===== src/rtl/multicycle_control_fsm.sv =====
// Main control sequencer for the multi-cycle MIPS datapath: steps each instruction
// through fetch/decode/execute/memory/writeback and drives datapath selects and enables.
module multicycle_control_fsm #(
    parameter int unsigned MEM_TIMEOUT = 16
) (
    input  logic       clk,
    input  logic       reset,
    input  logic [5:0] opcode,
    input  logic [5:0] funct,
    input  logic       zero,
    input  logic       mem_ready,
    output logic       mem_req,
    output logic       mem_write,
    output logic       i_or_d,
    output logic       ir_write,
    output logic       pc_write,
    output logic       pc_write_cond,
    output logic       branch_ne,
    output logic [1:0] pc_src,
    output logic       alu_src_a,
    output logic [1:0] alu_src_b,
    output logic [2:0] alu_op,
    output logic       reg_write,
    output logic [1:0] reg_dst,
    output logic [1:0] mem_to_reg,
    output logic [3:0] state_o,
    output logic       fault
);

    typedef enum logic [3:0] {
        StFetch   = 4'd0,
        StDecode  = 4'd1,
        StExecR   = 4'd2,
        StExecI   = 4'd3,
        StAluWb   = 4'd4,
        StMemAddr = 4'd5,
        StMemRd   = 4'd6,
        StMemWb   = 4'd7,
        StMemWr   = 4'd8,
        StBranch  = 4'd9,
        StJump    = 4'd10,
        StJr      = 4'd11,
        StFault   = 4'd15
    } state_e;

    localparam logic [5:0] OpRtype = 6'b000000;
    localparam logic [5:0] OpJ     = 6'b000010;
    localparam logic [5:0] OpJal   = 6'b000011;
    localparam logic [5:0] OpBeq   = 6'b000100;
    localparam logic [5:0] OpBne   = 6'b000101;
    localparam logic [5:0] OpAddi  = 6'b001000;
    localparam logic [5:0] OpAndi  = 6'b001100;
    localparam logic [5:0] OpOri   = 6'b001101;
    localparam logic [5:0] OpLui   = 6'b001111;
    localparam logic [5:0] OpLw    = 6'b100011;
    localparam logic [5:0] OpSw    = 6'b101011;
    localparam logic [5:0] FnJr    = 6'b001000;

    localparam logic [7:0] CntLast = 8'(MEM_TIMEOUT - 1);

    state_e     state_q, state_d;
    logic [7:0] cnt_q, cnt_d;
    logic       fault_q;
    logic       wait_state;
    logic       timeout;

    logic unused_zero;
    assign unused_zero = zero;

    assign wait_state = (state_q == StFetch) || (state_q == StMemRd) || (state_q == StMemWr);
    // mem_ready in the same cycle wins over the timeout
    assign timeout    = wait_state && !mem_ready && (cnt_q == CntLast);

    always_comb begin
        state_d = state_q;
        unique case (state_q)
            StFetch: begin
                if (mem_ready)    state_d = StDecode;
                else if (timeout) state_d = StFault;
            end
            StDecode: begin
                unique case (opcode)
                    OpRtype:                     state_d = (funct == FnJr) ? StJr : StExecR;
                    OpAddi, OpAndi, OpOri, OpLui: state_d = StExecI;
                    OpLw, OpSw:                  state_d = StMemAddr;
                    OpBeq, OpBne:                state_d = StBranch;
                    OpJ, OpJal:                  state_d = StJump;
                    default:                     state_d = StFault;
                endcase
            end
            StExecR, StExecI: state_d = StAluWb;
            StMemAddr:        state_d = (opcode == OpSw) ? StMemWr : StMemRd;
            StMemRd: begin
                if (mem_ready)    state_d = StMemWb;
                else if (timeout) state_d = StFault;
            end
            StMemWr: begin
                if (mem_ready)    state_d = StFetch;
                else if (timeout) state_d = StFault;
            end
            StAluWb, StMemWb, StBranch, StJump, StJr: state_d = StFetch;
            StFault:          state_d = StFault;
            default:          state_d = StFault;
        endcase
    end

    always_comb begin
        if (state_d != state_q)           cnt_d = 8'd0;
        else if (wait_state && !mem_ready) cnt_d = cnt_q + 8'd1;
        else                              cnt_d = cnt_q;
    end

    always_ff @(posedge clk or negedge reset) begin
        if (!reset) begin
            state_q <= StFetch;
            cnt_q   <= 8'd0;
            fault_q <= 1'b0;
        end else begin
            state_q <= state_d;
            cnt_q   <= cnt_d;
            fault_q <= fault_q | (state_d == StFault);
        end
    end

    // Moore decode of the state; only the FETCH load enables look at mem_ready
    always_comb begin
        mem_req       = 1'b0;
        mem_write     = 1'b0;
        i_or_d        = 1'b0;
        ir_write      = 1'b0;
        pc_write      = 1'b0;
        pc_write_cond = 1'b0;
        branch_ne     = 1'b0;
        pc_src        = 2'd0;
        alu_src_a     = 1'b0;
        alu_src_b     = 2'd0;
        alu_op        = 3'b000;
        reg_write     = 1'b0;
        reg_dst       = 2'd0;
        mem_to_reg    = 2'd0;
        unique case (state_q)
            StFetch: begin
                mem_req   = 1'b1;
                alu_src_b = 2'd1;
                alu_op    = 3'b110;
                ir_write  = mem_ready;
                pc_write  = mem_ready;
            end
            StDecode: begin
                alu_src_b = 2'd3;
                alu_op    = 3'b110;
            end
            StExecR: begin
                alu_src_a = 1'b1;
                alu_op    = 3'b111;
            end
            StExecI: begin
                alu_src_a = 1'b1;
                alu_src_b = 2'd2;
                unique case (opcode)
                    OpAndi:  alu_op = 3'b011;
                    OpOri:   alu_op = 3'b101;
                    OpLui:   alu_op = 3'b001;
                    default: alu_op = 3'b110;
                endcase
            end
            StAluWb: begin
                reg_write = 1'b1;
                reg_dst   = (opcode == OpRtype) ? 2'd1 : 2'd0;
            end
            StMemAddr: begin
                alu_src_a = 1'b1;
                alu_src_b = 2'd2;
                alu_op    = 3'b010;
            end
            StMemRd: begin
                mem_req = 1'b1;
                i_or_d  = 1'b1;
            end
            StMemWb: begin
                reg_write  = 1'b1;
                mem_to_reg = 2'd1;
            end
            StMemWr: begin
                mem_req   = 1'b1;
                mem_write = 1'b1;
                i_or_d    = 1'b1;
            end
            StBranch: begin
                alu_src_a     = 1'b1;
                alu_op        = 3'b100;
                pc_write_cond = 1'b1;
                pc_src        = 2'd1;
                branch_ne     = opcode[0];
            end
            StJump: begin
                pc_write = 1'b1;
                pc_src   = 2'd2;
                if (opcode == OpJal) begin
                    reg_write  = 1'b1;
                    reg_dst    = 2'd2;
                    mem_to_reg = 2'd2;
                end
            end
            StJr: begin
                pc_write = 1'b1;
                pc_src   = 2'd3;
            end
            default: ;
        endcase
    end

    assign state_o = state_q;
    assign fault   = fault_q;

endmodule


===== config.mk =====
export PLATFORM = sky130hd
export DESIGN_NAME = multicycle_control_fsm
export DESIGN_NICKNAME = d
export VERILOG_FILES = /design/src/rtl/multicycle_control_fsm.sv
export SDC_FILE = /design/constraint.sdc
export NUM_CORES = 1
export LEC_CHECK = 0
export ABC_CLOCK_PERIOD_IN_PS = 4510
export CAP_MARGIN = 20
export CORE_UTILIZATION = 49
export CTS_BUF_LIST = sky130_fd_sc_hd__clkbuf_4 sky130_fd_sc_hd__clkbuf_8 sky130_fd_sc_hd__clkbuf_16
export CTS_CLUSTER_SIZE = 25
export DETAILED_ROUTE_END_ITERATION = 7
export PLACE_DENSITY_LB_ADDON = 0.12
export RECOVER_POWER = 100
export SLEW_MARGIN = 20
export SYNTH_ARGS = -nofsm -noshare
export SYNTH_HDL_FRONTEND = slang
export SYNTH_SLANG_ARGS = --single-unit

===== constraint.sdc =====
create_clock -name clk -period 4.51 [get_ports clk]
set_input_delay 0.451 -clock clk [delete_from_list [all_inputs] [get_ports clk]]
set_output_delay 0.451 -clock clk [all_outputs]
set_load 0.005 [all_outputs]

# After elaboration in Yosys (flattened, before gate mapping)
# Cells that the tools add are included.
op_classes:
  add_sub_neg: 1
  eq_ne: 25
  mux: 28
  bitwise_logic: 1
  n_reduce_logical: 21
ops:
  columns: ["operator", "n"]
  rows:
  - ["== test 6 x 4 -> 1 bit, second input constant", 5]
  - ["case mux 4 bit (7 select lines)", 1]
  - ["2-to-1 mux 4 bit", 6]
  - ["== test 4 bit, second input constant", 5]
  - ["case mux 4 bit (5 select lines)", 1]
  - ["OR reduction 2 bit", 9]
  - ["== test 4 x 3 -> 1 bit, second input constant", 4]
  - ["2-to-1 mux 8 bit", 2]
  - ["case mux 3 bit (5 select lines)", 1]
  - ["== test 6 x 2 -> 1 bit, second input constant", 2]
  - ["== test 6 x 3 -> 1 bit, second input constant", 2]
  - ["== test 6 bit, second input constant", 2]
  - ["case mux 2 bit (3 select lines)", 2]
  - ["2-to-1 mux 1 bit", 9]
  - ["case mux 3 bit (3 select lines)", 1]
  - ["adder 8 x 1 -> 8 bit, second input constant", 1]
  - ["== test 4 x 2 -> 1 bit, second input constant", 2]
  - ["== test 8 x 4 -> 1 bit, second input constant", 1]
  - ["case mux 2 bit (2 select lines)", 2]
  - ["OR reduction 4 bit", 2]
  - ["zero test 6 bit", 1]
  - ["OR reduction 5 bit", 1]
  - ["== test 4 x 1 -> 1 bit, second input constant", 1]
  - ["zero test 4 bit", 1]
  - ["9 further kinds", 12]
word_totals:
  register_bits: 13
  in_bits: 16
  output_inout_bits: 25
  elab_cells: 79

# Logic depth before layout (Yosys ltp)
# Gate-level depths: netlist (run 1).
depth:
  depth_word: 10
  mapped_depth: 8
  mapped_depth_nobuf: 7

# Least setup slack after synthesis (run 1)
# No wires, ideal clock.
synth_timing:
  path_type: "input to output"
  start: "input opcode[3]"
  end: "output reg_write"
  arrival_time_ps: 1597
  slack_ps: 2462
  path_stages: 3
  n_path_buf: 0
  path_cell_list: "or4_1 > nor4_1 > a31o_2"
synth_via:
  elab_chain_len: 3
synth_lines:
  columns: ["item", "line", "rtl"]
  rows:
  - ["start: declaration", "8", "input logic [5:0] opcode,"]
  - ["== test 6 x 2 -> 1 bit", "199", "if (opcode == OpJal) begin"]
  - ["2-to-1 mux 1 bit", "199", null]
  - ["case mux 1 bit (2 select lines)", "141", "unique case (state_q)"]
  - ["end: declaration", "23", "output logic reg_write,"]
# No other way between the ends.

# Final worst setup path (run 1)
# Ends and elaborated chain as after synthesis.

==> metrics.md, run 1 <==
| Metric | Value |
|---|---|
| Status | complete, no violations |
| Fraction of layout instances using a drive strength above 1 | between 6 and 7% |
| Top-count cell post-synth | nor3_1 |
| Slew headroom | 58.9% |
| CP Class | in -> out |
| Worst path slowest cell | or4_1 |
| Row count | 17 |
| CP delay by family, top | buffers and inverters |
| Synth unique cells | 48 |
| Area delta synth->final | 32.6% |
| Hold slack | roughly 0.46 ns |
| Final Hold Vio Count | 0 |
| H-tree depth | 1 |
| Flop pwr share | approximately 27% |
| Worst-path cell chain | dlygate4sd3_1, or4_1, nor4_1, a31o_2, dlygate4sd3_1 |
| GP Congestion | between 0.8 and 0.9 |
| Power Internal | 423 uW |
| Most frequent CP cell | dlygate4sd3_1 |
| Clock power frac | 9.8% |
| Setup Buffers After CTS | 0 |
| Buf+Inv Stages, Crit Path | 2 |
| Sw Share | a little under half |
| Final HPWL DP | 2.49 mm |
| Post-cts repair resize count | 0 |
| Gate Count Post-Synth | 161 |
| Largest net degree at the start of global routing | 24 |
| #FFs+latches synth | 13 |
| IO Pins | 41 |
| Die Height | ~52 um |
| Setup violators final | 0 |
| DR vias | 1,315 |
| Post-synth top area share | a little over a quarter |
| Antenna-violating nets left | 0 |
| Drt via density | 5.90 |
| Diodes inserted | 0 |
| Crit start category | input port |
| Worst clock skew | about 0.011 ns |
| # nets final | ~210 |
| Final TNS setup | 0 ns |
| Synth Net Count | about 180 |
| Synth top area cells | dfrtp_1, nor3_1, nand2_1 |
| Async S/R FF share, synth | 100% |
| Final wirelength | 3.16 mm |
| Root buf cell | clkbuf_4 |
| Clk sink count | 13 |
| Max Buffers Root-to-Sink | 2 |
| Mean post-synth cell area | between 7 and 8 um^2 |
| Worst reg2reg setup slack | between 2 and 2.5 ns |
| Critical Path End Type | output pin |
| Yosys warnings | 0 |
| CTS tree | yes |
| Sequential area share after synthesis | 26.6% |
| First-pass GRT wire length | 5.30 mm |
| TritonCTS Buffers | 3 |
| Drt wl/cell | between 10 and 15 um |
| LEAKAGE | 0.703 nW |
| DR iter-0 viols | 33 |
| Hold Buf Count CTS | 0 |
| Drt pass-1 iters | 4 |
| Critical Path RT | a little over 4 ns |
| Number of synthesized flops with an enable pin | 0 |
| DR DRC count | 0 |
| Slew @ Worst Pin | a little over 0.6 ns |
| Mapped Area | 0.00122 mm^2 |
| P per Cell Area | just under 500 mW/mm^2 |
| Combinational share of power | approximately 63% |
| Worst-path fanout max | 7 |
| Initial antenna violation count | 0 |
| Switch Pwr | roughly 370 uW |
| Worst-skew pair later-pin latency | 0.28 ns |
| Clk slew on worst S/H paths | 0.07 ns |
| DIE AREA | between 0.002 and 0.003 mm^2 |
| PortBufs | 39 |
| GRT Util Overall | about a quarter |
| Max-slew violations | 0 |
| Initial Util | ~54% |
| Arr. time, crit path | 2.80 ns |
| Post-synth top flop | dfrtp_1 |
| Die Width | ~52 um |
| GRT Residual Overflow | 0 |
| Post-synth top cells | nor3_1, nand2_1, nor2_1, dfrtp_1, a21oi_1 |
| Highest clock rate | approximately 0.3 GHz |
| RSZ-0062 raised after global routing | false |
| Hold WC Path Type | reg -> reg |
| Cell taking the most area after synthesis | dfrtp_1 |
| Peak VDD IR | ~0.4 mV |
| Period Utilization, post-route | ~72% |
| Core ar. | about 0.0023 mm^2 |
| Max incr delay on CP | between 0.6 and 0.7 ns |
| Number of max-cap violations | 0 |
| Post-layout min period | 3.25 ns |
| Vias in the first global route | between 1,000 and 1,500 |
## per-stage QoR
stage,setup slack (ns),power (mW),instance area [um^2],cells,utilization [%]
CTS,1.41,0.849,1640,223,72.0
floorplan,2.46,0.548,1220,161,-
global placement,1.45,0.758,1610,219,70.7
global route,1.17,0.863,1620,223,71.4
detailed placement,1.40,0.770,1610,219,70.7
finish,1.26,0.798,1620,223,71.4
## cell usage in the layout (no fill, tap or decap), types with 2 or more instances in the layout
cell type	instances
nand3_1	3
clkbuf_4	4
nor3_1	20
nor4_1	3
o21ai_0	4
o22ai_1	2
dlygate4sd3_1	26
and3b_1	2
clkdlybuf4s50_1	13
xnor2_1	2
dfrtp_1	13
nor2b_1	4
and3_1	2
o21bai_1	2
inv_1	5
nand4_1	2
nor2_1	16
nand2b_1	6
nor4b_1	2
a31o_2	2
nand2_1	19
xor2_1	5
a21oi_1	12
## cell type report
cell class,instances,area (um^2)
Fill cell,186,652
Clock buffer,4,30.0
Timing Repair Buffer,39,390
Sequential cell,13,325
Inverter,5,18.8
Tap cell,28,35.0
Multi-Input combinational cell,134,825
## logic make-up (layout without fill, tap and decap cells)
family,count (synthesis),after routing,synth area share (%)
compound gates,35,35,20.7
simple gates,89,89,39.7
mux,2,2,2.04
flops,13,13,26.6
fa+ha+maj,1,1,1.02
xor+xnor,7,7,5.01
buf+inv,14,48,4.90
## per-layer routing
layer	up-vias	routed length (um)	global-route usage [%]
met2	52	1520	44.9
met5	-	0	0
met1	602	1430	33.0
li1	661	-	-
met4	0	0	4.50
met3	0	216	5.56
## final timing paths
check / start / end / cells after the start
max in group asynchronous: reset / cnt_q[3] / 1
max reg2reg: state_o[0] / cnt_q[2] / 6
max: opcode[3] / reg_write / 5
min reg2reg: fault / fault / 1
min: fault / fault / 1
min in group asynchronous: reset / cnt_q[2] / 1
## power groups by stage
stage	Combinational (mW)	Sequential [mW]	Clock (mW)
global route	0.548	0.227	0.0880
floorplan	0.393	0.156	0
finish	0.501	0.218	0.0783
detailed placement	0.550	0.219	0
CTS	0.552	0.217	0.0804
global placement	0.541	0.218	0
## flip-flops by register name, indices dropped and copies added (netlist names)
register	flops
state_o	4
cnt_q	8
fault	1
Note: power is estimated with default switching activity, not from simulation.
==> run 2, diff against run 1 <==
--- a/config.mk
+++ b/config.mk
@@ -5,9 +5,9 @@
 export SDC_FILE = /design/constraint.sdc
 export NUM_CORES = 1
 export LEC_CHECK = 0
-export ABC_CLOCK_PERIOD_IN_PS = 4510
+export ABC_CLOCK_PERIOD_IN_PS = 3200
 export CAP_MARGIN = 20
-export CORE_UTILIZATION = 49
+export CORE_UTILIZATION = 46
 export CTS_BUF_LIST = sky130_fd_sc_hd__clkbuf_4 sky130_fd_sc_hd__clkbuf_8 sky130_fd_sc_hd__clkbuf_16
 export CTS_CLUSTER_SIZE = 25
 export DETAILED_ROUTE_END_ITERATION = 7
==> constraint.sdc (replaced) <==
create_clock -name clk -period 3.2 [get_ports clk]
set_input_delay 0.32 -clock clk [delete_from_list [all_inputs] [get_ports clk]]
set_output_delay 0.32 -clock clk [all_outputs]
set_load 0.005 [all_outputs]
==> run 2 against run 1 <==
Net effect:
- count of clock-buffer cells in the layout unchanged
- setup slack worse by 1.0 ns
- non-clock buffer count rose by 2
- first-iteration DRC count fell by 15%
- sequential power rose by 23%
- wire length decreased by 0.41%
- sequential share of layout area decreased by 0.12 points
- via count shrank 0.68%
- critical path type unchanged
==> metrics.md, run 2 (same netlist as run 1, synthesis figures left out) <==
| Metric | Value |
|---|---|
| Commonest cells after routing, fill and taps aside | dlygate4sd3_1, nor3_1, nand2_1 |
| Initial Util | about half |
| H-tree depth | 1 |
| GRT Util Overall | around a quarter |
| Hold Buf Count CTS | 0 |
| GRT Residual Overflow | 0 |
| Max-slew violations | 0 |
| Final TNS setup | 0 ns |
| Drt wl/cell | between 10 and 15 um |
| Top reg by flops | cnt_q |
| Root buf cell | clkbuf_4 |
| Crit. path cell count | 5 |
| Largest net degree at the start of global routing | 20 |
| R2r startpoint | state_o[3] |
| PortBufs | 39 |
| DR iter-0 viols | 28 |
| IO Pins | 41 |
| Arr. time, crit path | between 2 and 3 ns |
| Die Height | 53.6 um |
| Highest clock rate | between 0.3 and 0.4 GHz |
| Switch Pwr | between 500 and 600 uW |
| Buf+Inv Stages, Crit Path | 2 |
| Number of max-cap violations | 0 |
| Row count | 18 |
| Final Hold Vio Count | 0 |
| Max incr delay on CP | approximately 0.63 ns |
| Post-layout min period | about 3 ns |
| Drt pass-1 iters | 4 |
| Max FFs per register | 8 |
| Worst-path cell chain | dlygate4sd3_1, or4_1, nor4_1, a31o_2, dlygate4sd3_1 |
| Fraction of layout instances using a drive strength above 1 | around 6.1% |
| Setup crit start | opcode[2] |
| Worst setup endpoint | reg_write |
| Core ar. | 0.00250 mm^2 |
| First-pass GRT wire length | just over 5 mm |
| Clk sink count | 13 |
| DR vias | 1,306 |
| Worst-path fanout max | 8 |
| Die Width | 53.6 um |
| Critical Path End Type | output pin |
| Initial antenna violation count | 0 |
| Period Utilization, post-route | between 90% and 100% |
| RSZ-0062 raised after global routing | false |
| CP delay by family, top | buffers and inverters |
| DIE AREA | between 0.002 and 0.003 mm^2 |
| Setup violators final | 0 |
| Flop pwr share | roughly a quarter |
| Worst reg2reg path depth | 7 |
| DR DRC count | 0 |
| CTS tree | yes |
| Setup Buffers After CTS | 0 |
| CP Class | in -> out |
| Diodes inserted | 0 |
| Vias in the first global route | about 1,200 |
| Final wirelength | approximately 3.1 mm |
| # nets final | roughly 220 |
| Peak VDD IR | approximately 0.46 mV |
| Hold WC Path Type | reg -> reg |
| Clock power frac | under 10% |
| GP Congestion | between 0.8 and 0.9 |
| Worst clock skew | between 0.002 and 0.003 ns |
| Power Internal | roughly 600 uW |
| Status | complete, no violations |
| Commonest non-fill, non-tap cell in the layout | dlygate4sd3_1 |
| Antenna-violating nets left | 0 |
| Clk slew on worst S/H paths | ~0.07 ns |
| LEAKAGE | ~0.71 nW |
| Sw Share | ~46% |
| Worst reg2reg setup slack | about 0.5 ns |
| TritonCTS Buffers | 3 |
| Most frequent CP cell | dlygate4sd3_1 |
| DP Worst Slack | approximately 0.38 ns |
| Drt via density | roughly 5.8 |
| Fin worst setup slack | approximately 0.24 ns |
| Crit start category | input port |
| Slew headroom | 45.8% |
| Worst reg2reg path endpoint | cnt_q[5] |
| Worst-skew pair later-pin latency | approximately 0.26 ns |
| Combinational share of power | around 67% |
| Area delta synth->final | 33.4% |
| Critical Path RT | 2.88 ns |
| Final HPWL DP | around 2.5 mm |
| Worst path slowest cell | dlygate4sd3_1 |
| Slew @ Worst Pin | between 0.8 and 0.9 ns |
| Post-cts repair resize count | 0 |
| P per Cell Area | between 600 and 700 mW/mm^2 |
| Max Buffers Root-to-Sink | 2 |
==> run 2: final cells by class <==
class	count	area (um^2)
inverter	5	18.8
timing repair buffer	41	398
tap	30	37.5
sequential	13	325
multi-input combinational	134	825
clock buffer	4	30.0
fill	220	866
==> run 2: routing by layer <==
metal	global-route usage, %	vias to the layer above	routed length [um]
met5	0	-	0
met4	7.46	0	5
met3	2.82	2	169
met2	44.0	46	1610
met1	28.9	606	1360
li1	-	652	-
==> run 2: metrics by stage <==
stage          cells  total power, mW  hold slack [ns]  util, %  cell area (um^2)
5_1_grt          227             1.24            0.506     65.4              1630
4_1_cts          227             1.21            0.418     66.3              1660
3_5_place_dp     223             1.10            0.447     65.1              1630
2_1_floorplan    161            0.773           0.0244        -              1220
6_report         227             1.13            0.451     65.4              1630
3_3_place_gp     223             1.08            0.441     65.1              1630
==> run 2: how the worst min path moves through the flow <==
stage          startpoint  endpoint  depth (start not counted)
6_report            fault     fault                          1
5_1_grt             fault     fault                          1
4_1_cts             reset  cnt_q[4]                          1
3_5_place_dp        fault     fault                          1
3_3_place_gp        fault     fault                          1
2_1_floorplan       reset  cnt_q[0]                          0
==> run 2: power groups by stage <==
| stage | sequential [mW] | combinational, mW | clock (mW) |
|---|---|---|---|
| after floorplan | 0.219 | 0.553 | 0 |
| after global placement | 0.269 | 0.816 | 0 |
| after detailed placement | 0.272 | 0.826 | 0 |
| after CTS | 0.268 | 0.830 | 0.107 |
| after global routing | 0.278 | 0.849 | 0.115 |
| final | 0.269 | 0.754 | 0.104 |
